$ cat src/rtl/signed_serial_multiplier.sv
// signed_serial_multiplier: WIDTH x WIDTH signed multiply, serial MSB-first load/unload, sign-magnitude shift-add core
// Ports: clk, rst (async active-low); x_in/sx/fx and y_in/sy/fy load operands; mul starts;
// busy while not idle; done with z_out shows product MSB; sz shifts product; fz pulses after last bit.
// SIGNED_MUL_TEST_EN adds x_test/y_test/z_test observation ports.
module signed_serial_multiplier #(
  parameter int WIDTH = 12
) (
  input  logic clk,
  input  logic rst,
  input  logic x_in,
  input  logic sx,
  output logic fx,
  input  logic y_in,
  input  logic sy,
  output logic fy,
  input  logic mul,
  output logic done,
  output logic busy,
  input  logic sz,
  output logic z_out,
  output logic fz
`ifdef SIGNED_MUL_TEST_EN
  ,
  output logic [WIDTH-1:0]   x_test,
  output logic [WIDTH-1:0]   y_test,
  output logic [2*WIDTH-1:0] z_test
`endif
);
  localparam int CW = $clog2(WIDTH + 1);
  localparam int ZW = $clog2(2 * WIDTH + 1);
  typedef enum logic [1:0] {IDLE, MULT, SIGN, OUT} state_t;
  state_t state;
  logic [WIDTH-1:0] x_reg, y_reg, mcand, mplier, acc, x_mag, y_mag;
  logic [CW-1:0] xcnt, ycnt, cnt;
  logic [ZW-1:0] zcnt;
  logic [2*WIDTH-1:0] z_reg, prod;
  logic [WIDTH:0] sum;
  logic neg;
  always_comb begin
    x_mag = x_reg[WIDTH-1] ? -x_reg : x_reg;
    y_mag = y_reg[WIDTH-1] ? -y_reg : y_reg;
    sum = {1'b0, acc} + {1'b0, (mplier[0] ? mcand : {WIDTH{1'b0}})};
    prod = {acc, mplier};
  end
  assign z_out = done & z_reg[2*WIDTH-1];
`ifdef SIGNED_MUL_TEST_EN
  assign x_test = x_reg;
  assign y_test = y_reg;
  assign z_test = z_reg;
`endif
  always_ff @(posedge clk or negedge rst) begin
    if (!rst) begin
      state <= IDLE;
      x_reg <= '0;
      y_reg <= '0;
      mcand <= '0;
      mplier <= '0;
      acc <= '0;
      z_reg <= '0;
      xcnt <= '0;
      ycnt <= '0;
      cnt <= '0;
      zcnt <= '0;
      neg <= 1'b0;
      fx <= 1'b0;
      fy <= 1'b0;
      done <= 1'b0;
      busy <= 1'b0;
      fz <= 1'b0;
    end else begin
      fz <= 1'b0;
      case (state)
        IDLE: begin
          if (mul && fx && fy) begin
            mcand <= x_mag;
            mplier <= y_mag;
            neg <= x_reg[WIDTH-1] ^ y_reg[WIDTH-1];
            acc <= '0;
            cnt <= '0;
            busy <= 1'b1;
            state <= MULT;
          end else begin
            if (sx && !fx) begin
              x_reg <= {x_reg[WIDTH-2:0], x_in};
              xcnt <= xcnt + 1'b1;
              fx <= xcnt == CW'(WIDTH - 1);
            end
            if (sy && !fy) begin
              y_reg <= {y_reg[WIDTH-2:0], y_in};
              ycnt <= ycnt + 1'b1;
              fy <= ycnt == CW'(WIDTH - 1);
            end
          end
        end
        MULT: begin
          // carry out of the add lands in the acc MSB as the pair shifts right
          acc <= sum[WIDTH:1];
          mplier <= {sum[0], mplier[WIDTH-1:1]};
          cnt <= cnt + 1'b1;
          if (cnt == CW'(WIDTH - 1)) state <= SIGN;
        end
        SIGN: begin
          z_reg <= (neg && |prod) ? -prod : prod;
          done <= 1'b1;
          state <= OUT;
        end
        OUT: begin
          if (sz) begin
            z_reg <= {z_reg[2*WIDTH-2:0], 1'b0};
            zcnt <= zcnt + 1'b1;
            if (zcnt == ZW'(2 * WIDTH - 1)) begin
              fz <= 1'b1;
              fx <= 1'b0;
              fy <= 1'b0;
              done <= 1'b0;
              busy <= 1'b0;
              xcnt <= '0;
              ycnt <= '0;
              cnt <= '0;
              zcnt <= '0;
              state <= IDLE;
            end
          end
        end
        default: state <= IDLE;
      endcase
    end
  end
endmodule

$ cat config.mk
export PLATFORM = sky130hd
export DESIGN_NAME = signed_serial_multiplier
export DESIGN_NICKNAME = d
export VERILOG_FILES = /design/src/rtl/signed_serial_multiplier.sv
export SDC_FILE = /design/constraint.sdc
export NUM_CORES = 1
export LEC_CHECK = 0
export BUFFER_PORTS_ARGS = -buffer_cell sky130_fd_sc_hd__buf_2
export CORE_MARGIN = 1
export CORE_UTILIZATION = 55
export DETAILED_ROUTE_END_ITERATION = 8
export PLACE_DENSITY = 0.71
export SLEW_MARGIN = 20
export SYNTH_ARGS = -nofsm -noshare
export SYNTH_HDL_FRONTEND = slang
export SYNTH_SLANG_ARGS = --single-unit
export TNS_END_PERCENT = 10
$ cat constraint.sdc
create_clock -name clk -period 2.8 [get_ports clk]
set_clock_uncertainty 0.15 [all_clocks]
set_input_delay 0.28 -clock clk [delete_from_list [all_inputs] [get_ports clk]]
set_output_delay 0.28 -clock clk [all_outputs]
set_load 0.02 [all_outputs]
# Yosys cells after proc, flatten, opt, wreduce, memory -nomap -nowiden

Index checks and enable logic that the tools add are counted.

Bits of input ports: 8
Register bits: 109
Output and inout bits: 6
Logic and storage cells: 107

$add $sub $neg: 8
Equal/unequal tests: 14
Reduce and logical (&&, ||, !) cells: 25
Mux-type cells: 40
Bitwise gates (word level): 3

Operator list:

| cell                  | count |
|---|---|
| $mux W12              | 5 |
| $mux W24              | 2 |
| $pmux W12 S2          | 2 |
| $pmux W24 S2          | 1 |
| $mux W4               | 7 |
| $neg A12 Y12          | 2 |
| $neg A24 Y24          | 1 |
| $reduce_or A24 Y1     | 1 |
| $pmux W4 S2           | 2 |
| $ne A2 B2 Y1 const B  | 7 |
| $add A12 B12 Y13      | 1 |
| $add A4 B1 Y4 const B | 3 |
| $eq A4 B4 Y1 const B  | 3 |
| $pmux W4 S3           | 1 |
| $reduce_and A4 Y1     | 3 |
| $mux W1               | 10 |
| $reduce_and A5 Y1     | 2 |
| $reduce_and A3 Y1     | 3 |
| $mux W2               | 4 |
| $pmux W1 S2           | 4 |
| $pmux W2 S4           | 1 |
| $reduce_and A2 Y1     | 4 |
| $reduce_bool A2 Y1    | 3 |
| $add A5 B1 Y5 const B | 1 |
| other kinds (11)      | 17 |

# Longest topological paths before layout

Gate-level depths: netlist of run 1.

Depth in word-level cells: 5
Mapped depth: 11
Gate-level depth less buffers: 9

# Least setup slack after synthesis of run 1

No wires, ideal clock.

Kind: reg2reg
Start: reg mplier[0]
End: reg acc[10]
Clock period less this slack: 2.560 ns
Path slack: 0.240 ns
Data arrival time: 2.341 ns
Cell stages (with the launch flop): 10
Buffers on the path: 2
Cells stage by stage: dfrtp_1 -> clkbuf_1 -> clkbuf_1 -> and2_1 -> ha_1 -> a211oi_1 -> nor2_1 -> or4_1 -> or4_1 -> nand3_1

Word-level cells in the longest chain between the ends: 3

RTL lines:

| item                   | line | RTL |
|---|---|---|
| start, declared        | 33   | `logic [WIDTH-1:0] x_reg, y_reg, mcand, mplier, acc, x_mag, y_mag;` |
| start signal, assigned | 76   | `mplier <= y_mag;` |
| start signal, assigned | 98   | `mplier <= {sum[0], mplier[WIDTH-1:1]};` |
| $mux W12               | 42   | `sum = {1'b0, acc} + {1'b0, (mplier[0] ? mcand : {WIDTH{1'b0}})};` |
| $add A12 B12 Y13       | 42   |  |
| $pmux W12 S2           | 72   | `case (state)` |
| end signal, assigned   | 97   | `acc <= sum[WIDTH:1];` |
| end, declared          | 33   |  |

No other way between the ends.
A chain may end at the register's enable or synchronous reset.

# Final worst setup path of run 1

Start: reg mplier[0]
End: reg acc[8]

The elaborated chain is that of the path after synthesis.

==> results of run 1 <==
where the power goes:
group	switching [mW]	internal [mW]
Combinational	1.72	1.17
Sequential	0.321	1.91
Clock	0.597	0.611
Total	2.64	3.69
per-stage QoR:
step	cells	setup WS [ps]	cell area (um2)	hold slack [ps]
after floorplan	717	240	6620	-166
after global placement	862	304	6910	137
after detailed placement	862	244	6910	141
after CTS	880	220	7210	4.77
after global routing	880	38.9	7210	6.86
final	880	210	7210	8.52
cell families after synthesis:
family	count (synthesis)	share of synthesized area, %
xor gates and xnor gates	43	5.69
and+or+nand+nor	249	19.7
buffers and inverters	56	3.40
DFF	109	41.2
muxes	53	8.54
adders and majority gates	24	4.65
AOI/OAI and AO/OA	183	16.8
area by class of cell:
type                       instances  area, um2  area share [%]
timing repair buffer              38        273            3.78
sequential                       109       2730            37.8
tap                              143        179            2.48
clock buffer                      10        229            3.18
clock inverter                     6       45.0           0.625
inverter                          22       82.6            1.15
multi-input combinational        552       3670            50.9
metal layers:
layer  up-vias  track usage [%]  wire length (um)
met4         0             7.66               203
met2       104             41.1              6950
li1       2614                -                 -
met1      2520             33.1              6750
met5         -                0                 0
met3        15             5.28               596
cells in the mapped netlist (6+ instances only):
library cell  instances  area [um2]
nand2b_1              6        37.5
mux2i_1              25         250
nor4_1                8        50.1
nand3_1              20         100
mux2_2               28         315
o31ai_1               8        60.1
nand2_1              97         364
inv_1                19        71.3
and2_1               13        81.3
a21o_1               11        82.6
xor2_1               27         236
nand3b_1              7        52.6
or3_1                11        68.8
or4_1                10        75.1
a31oi_1               9        56.3
xnor2_1              16         140
ha_1                 23         288
nor2_1               31         116
clkbuf_1             25        93.8
buf_2                 6        30.0
o21ai_0              61         305
a21oi_1              56         280
dfrtp_1             109        2730
nor3_1               13        65.1
nand4_1               6        37.5
critical path, delay by kind of cell, from the launching register on:
kind | cells | cell delay, ps
fa+ha+maj | 1 | 350
simple gates | 2 | 680
compound gates | 4 | 840
flops | 1 | 470
path summary, 6_finish.rpt:
check,to,slack (ps),cells past startpoint
hold reg to reg,mcand[7],320,2
max in group asynchronous,x_reg[9],1470,3
min in group asynchronous,fz,280,2
setup reg to reg,acc[8],210,7
setup / recovery,acc[8],210,7
hold / removal,x_reg[0],9,2
timing repair:
action	4_1_cts	5_1_grt
endpoints found under the setup margin	0	0
endpoints found under the hold margin	39	0
setup buffers	0	0
hold buffers	2	0
==> metrics.md, run 1 <==
| Metric | Value |
|---|---|
| Ys flop type | dfrtp_1 |
| Worst reg2reg startpoint | mplier[0] |
| Antenna diodes | 0 |
| Setup Viol. Count Final | 0 |
| CTS Buf Count | 9 |
| Net Count, Synth | 749 |
| Mapped Area | 6620 um2 |
| Max FO, Critical Path | 12 |
| Most frequent cells in the layout | dfrtp_1 (109), nand2_1 (97), o21ai_0 (61) |
| Crit-path max cell delay | 490 ps |
| WL final | 14500 um |
| Post-synth EDFFs | 0 |
| WL/cell | 16.5 um |
| Final Hold Vio Count | 0 |
| Fmax | 386 MHz |
| DRC | 0 |
| CTS Sinks | 109 |
| I/O pin cnt | 14 |
| Initial Util | 57.3% |
| Required @ worst endpoint | 2900 ps |
| Total core area | 11600 um2 |
| Area grow syn2layout | 8.86% |
| Setup TNS | 0 ps |
| Clk slew on worst S/H paths | about 80 ps |
| Syn Area/Cell | 9.23 um2 |
| Die H | 112 um |
| HPWL Detailed | 10600 um |
| Crit. End Element | flop |
| Ys Warns | 0 |
| PostCTS Resize Cnt | 0 |
| Tmin final | around 2600 ps |
| CP Cell Sequence | and2_1 -> ha_1 -> a21o_1 -> a21oi_1 -> a21oi_1 -> or4_1 -> a32o_1 |
| Worst Max-Slew Pin Slew | 631 ps |
| Vias in the first global route | roughly 5200 |
| Die area | 12500 um2 |
| Pwr per Cell Area | 878 nW/um2 |
| Max_cap viols | 0 |
| Clock latency at the later pin of the worst-skew pair | roughly 360 ps |
| Most frequent CP cell | a21oi_1 |
| RePlAce Congestion | 0.893 |
| Final period util | 92.5% |
| Vias per cell | 5.97 |
| Launch point of the worst path | mplier[0] |
| Leak | around 3.4 nW |
| Yosys reg bits | 109 |
| Slew headroom | 57.8% |
| Hold wc startpoint | x_in |
| Initial drt markers | 350 |
| Clock tree buffer depth | 2 |
| Startpoint types | flop |
| Mapped Cells | around 720 |
| Detail Route Antenna Nets | 0 |
| Port bufs | 13 |
| Nets | approximately 760 |
| Async S/R FF share, synth | 100% |
| Final core utilization | 62.3% |
| Slew Viols, Final | 0 |
| RSZ-0062 raised after global routing | no |
| Worst vdd ir | 0.000454 V |
| Filler instances | around 960 |
| Row count | 39 |
| Critical-path top delay cell | or4_1 |
| Total congestion overflow | 0 |
| CTS tree | built |
| Netlist cell types | 61 |
| Share of cells above drive strength 1 | 12.5% |
| Critical path class | flop to flop |
| Hold WC Path Type | input pin to flop |
| Total power | 6.33 mW |
| Die Width | 112 um |
| Root Buffer | clkbuf_16 |
| WP data arrival | 2690 ps |
| Most common cell after layout, fill and taps aside | dfrtp_1 |
| Largest net degree at the start of global routing | 72 |
| First-pass GRT wire length | 25100 um |
| Initial antenna violation count | 0 |
| Pre-antenna DRT Iters | 4 |
| Sequential fraction of the synthesis area | 41.2% |
| Vias | 5253 |
| Max reg flops | 24 |
| Run status | finished clean |
| H-tree depth | 3 |
| GRT Total Usage | 25.0% |
Power figures use the tool's default switching activity.
==> run 2, diff against run 1 <==
--- a/config.mk
+++ b/config.mk
@@ -6,10 +6,11 @@
 export NUM_CORES = 1
 export LEC_CHECK = 0
 export BUFFER_PORTS_ARGS = -buffer_cell sky130_fd_sc_hd__buf_2
+export CORE_ASPECT_RATIO = 0.5
 export CORE_MARGIN = 1
-export CORE_UTILIZATION = 55
+export CORE_UTILIZATION = 63
 export DETAILED_ROUTE_END_ITERATION = 8
-export PLACE_DENSITY = 0.71
+export PLACE_DENSITY = 0.8
 export SLEW_MARGIN = 20
 export SYNTH_ARGS = -nofsm -noshare
 export SYNTH_HDL_FRONTEND = slang
==> metrics.md, run 2 (synthesis gave the netlist of run 1 again) <==
| Metric | Value |
|---|---|
| Run status | finished clean |
| CTS Sinks | ~110 |
| HPWL Detailed | 10300 um |
| Die area | 10900 um2 |
| Net switching power | 2.63 mW |
| Crit. End Element | flop |
| Antenna diodes | 0 |
| Fmax | about 380 MHz |
| Setup TNS | 0 ps |
| GRT Total Usage | 27.3% |
| RSZ-0062 raised after global routing | no |
| Row count | 26 |
| Most frequent CP cell | a21oi_1 |
| I/O pin cnt | 14 |
| Slew Viols, Final | 0 |
| Detail Route Antenna Nets | 0 |
| Clock power frac | 21.6% |
| Worst reg2reg startpoint | mplier[0] |
| Startpoint types | flop |
| Sw frac | between 40% and 50% |
| Worst vdd ir | ~0.00038 V |
| PostCTS Resize Cnt | 0 |
| Die Width | 147 um |
| WP data arrival | 2690 ps |
| Area grow syn2layout | 9.32% |
| Final Hold Vio Count | 0 |
| DRC | 0 |
| Critical path class | flop to flop |
| Reg2Reg Depth | 9 |
| CTS tree | built |
| Filler instances | 772 |
| Worst Max-Slew Pin Slew | 450 ps |
| Total core area | 10200 um2 |
| Initial drt markers | 391 |
| Power Internal | 3.88 mW |
| RePlAce Congestion | 0.890 |
| Crit-path max cell delay | 490 ps |
| Root Buffer | clkbuf_16 |
| First-pass GRT wire length | between 20000 and 25000 um |
| Largest net degree at the start of global routing | slightly below 80 |
| Vias | 5344 |
| Sequential share of power | 34.5% |
| Max FO, Critical Path | 12 |
| Pwr per Cell Area | between 800 and 900 nW/um2 |
| Die H | about 74 um |
| Final period util | 93.0% |
| Total congestion overflow | 0 |
| Clock latency at the later pin of the worst-skew pair | 350 ps |
| CP Cell Sequence | buf_4 -> nand2_1 -> inv_1 -> ha_1 -> a21oi_1 -> nand4b_1 -> a21oi_1 -> or4_1 -> a32o_1 |
| Slew headroom | 69.7% |
| Critical-path top delay cell | or4_1 |
| Pre-antenna DRT Iters | 5 |
| Comb pwr share | 43.9% |
| Clock tree buffer depth | 2 |
| WL final | 14300 um |
| Launch point of the worst path | mplier[0] |
| WL/cell | ~16 um |
| Tmin final | 2600 ps |
| H-tree depth | 3 |
| Leak | 3.37 nW |
| CTS Buf Count | 9 |
| Setup Viol. Count Final | 0 |
| Vias in the first global route | 4838 |
| Clk slew on worst S/H paths | 70 ps |
| Nets | 761 |
| Initial Util | 64.8% |
| Most frequent cells in the layout | dfrtp_1 (109), nand2_1 (97), o21ai_0 (61) |
| Share of cells above drive strength 1 | 12.4% |
| Hold WC Path Type | input pin to flop |
| Hold wc startpoint | x_in |
| Max reg flops | 24 |
| Most common cell after layout, fill and taps aside | dfrtp_1 |
| Vias per cell | between 6 and 7 |
| Final std cells w/o fill | about 870 |
| Initial antenna violation count | 0 |
| # placed instances | 857 |
| Required @ worst endpoint | 2890 ps |
| Hold Crit Depth | 2 |
| Max_cap viols | 0 |
| Port bufs | 13 |
[run 2: cell count changes in the layout (fill, tap and decap cells not counted)]
cell / delta
dlygate4sd3_1: -1
inv_6: -1
clkbuf_1: -1
clkbuf_8: +1
buf_4: -2
bufinv_16: +2
clkinvlp_4: +1
clkinv_2: -2
[run 2: area by class of cell]
| class | instances | area (um2) | share of cell area [%] |
|---|---|---|---|
| Multi-Input combinational cell | 552 | 3670 | 50.7 |
| Inverter | 22 | 82.6 | 1.14 |
| Clock buffer | 10 | 239 | 3.30 |
| Timing Repair Buffer | 35 | 248 | 3.42 |
| Tap cell | 140 | 175 | 2.42 |
| Clock inverter | 6 | 93.8 | 1.30 |
| Sequential cell | 109 | 2730 | 37.7 |
[run 2: worst paths after layout]
kind / to / slack, ps
setup / recovery: acc[8] / 200
hold / removal: x_reg[0] / 10
setup reg to reg: acc[8] / 200
hold reg to reg: mcand[0] / 330
max in group asynchronous: y_reg[5] / 1480
min in group asynchronous: busy / 260
[run 2: power by group through the flow]
stage	Combinational, mW	Clock [mW]	Sequential (mW)
4_1_cts	2.84	1.42	2.24
6_report	2.86	1.41	2.25
5_1_grt	3.19	1.49	2.30
3_5_place_dp	2.82	0	2.26
2_1_floorplan	2.13	0	2.16
3_3_place_gp	2.73	0	2.24
[run 2: what timing repair did]
item / CTS / global route
endpoints found under the hold margin: 33 / 0
hold buffers: 1 / 0
buffers inserted: 0 / 0
[run 2: metal layers]
layer,wire length (um),vias up,GRT usage (%)
li1,-,2618,-
met3,765,16,5.21
met4,134,0,6.87
met1,6910,2549,38.3
met2,6540,161,44.5
met5,0,-,0
[run 2: worst max-delay path: cells and delay by family, from the launching register on]
kind,cells,cell delay (ps)
compound gates,3,550
flops,1,460
buf+inv,2,260
simple gates,3,810
fa+ha+maj,1,260
[run 2: through the flow]
stage / setup slack, ps / total power, mW / util, % / hold slack [ps] / area (um2)
3_5_place_dp: 233 / 5.09 / 67.5 / 109 / 6900
6_report: 195 / 6.51 / 70.9 / 13.8 / 7240
3_3_place_gp: 326 / 4.97 / 67.5 / 108 / 6900
2_1_floorplan: 240 / 4.30 / - / -166 / 6620
4_1_cts: 209 / 6.50 / 70.9 / 6.19 / 7240
5_1_grt: 49.2 / 6.98 / 70.9 / 17.5 / 7240
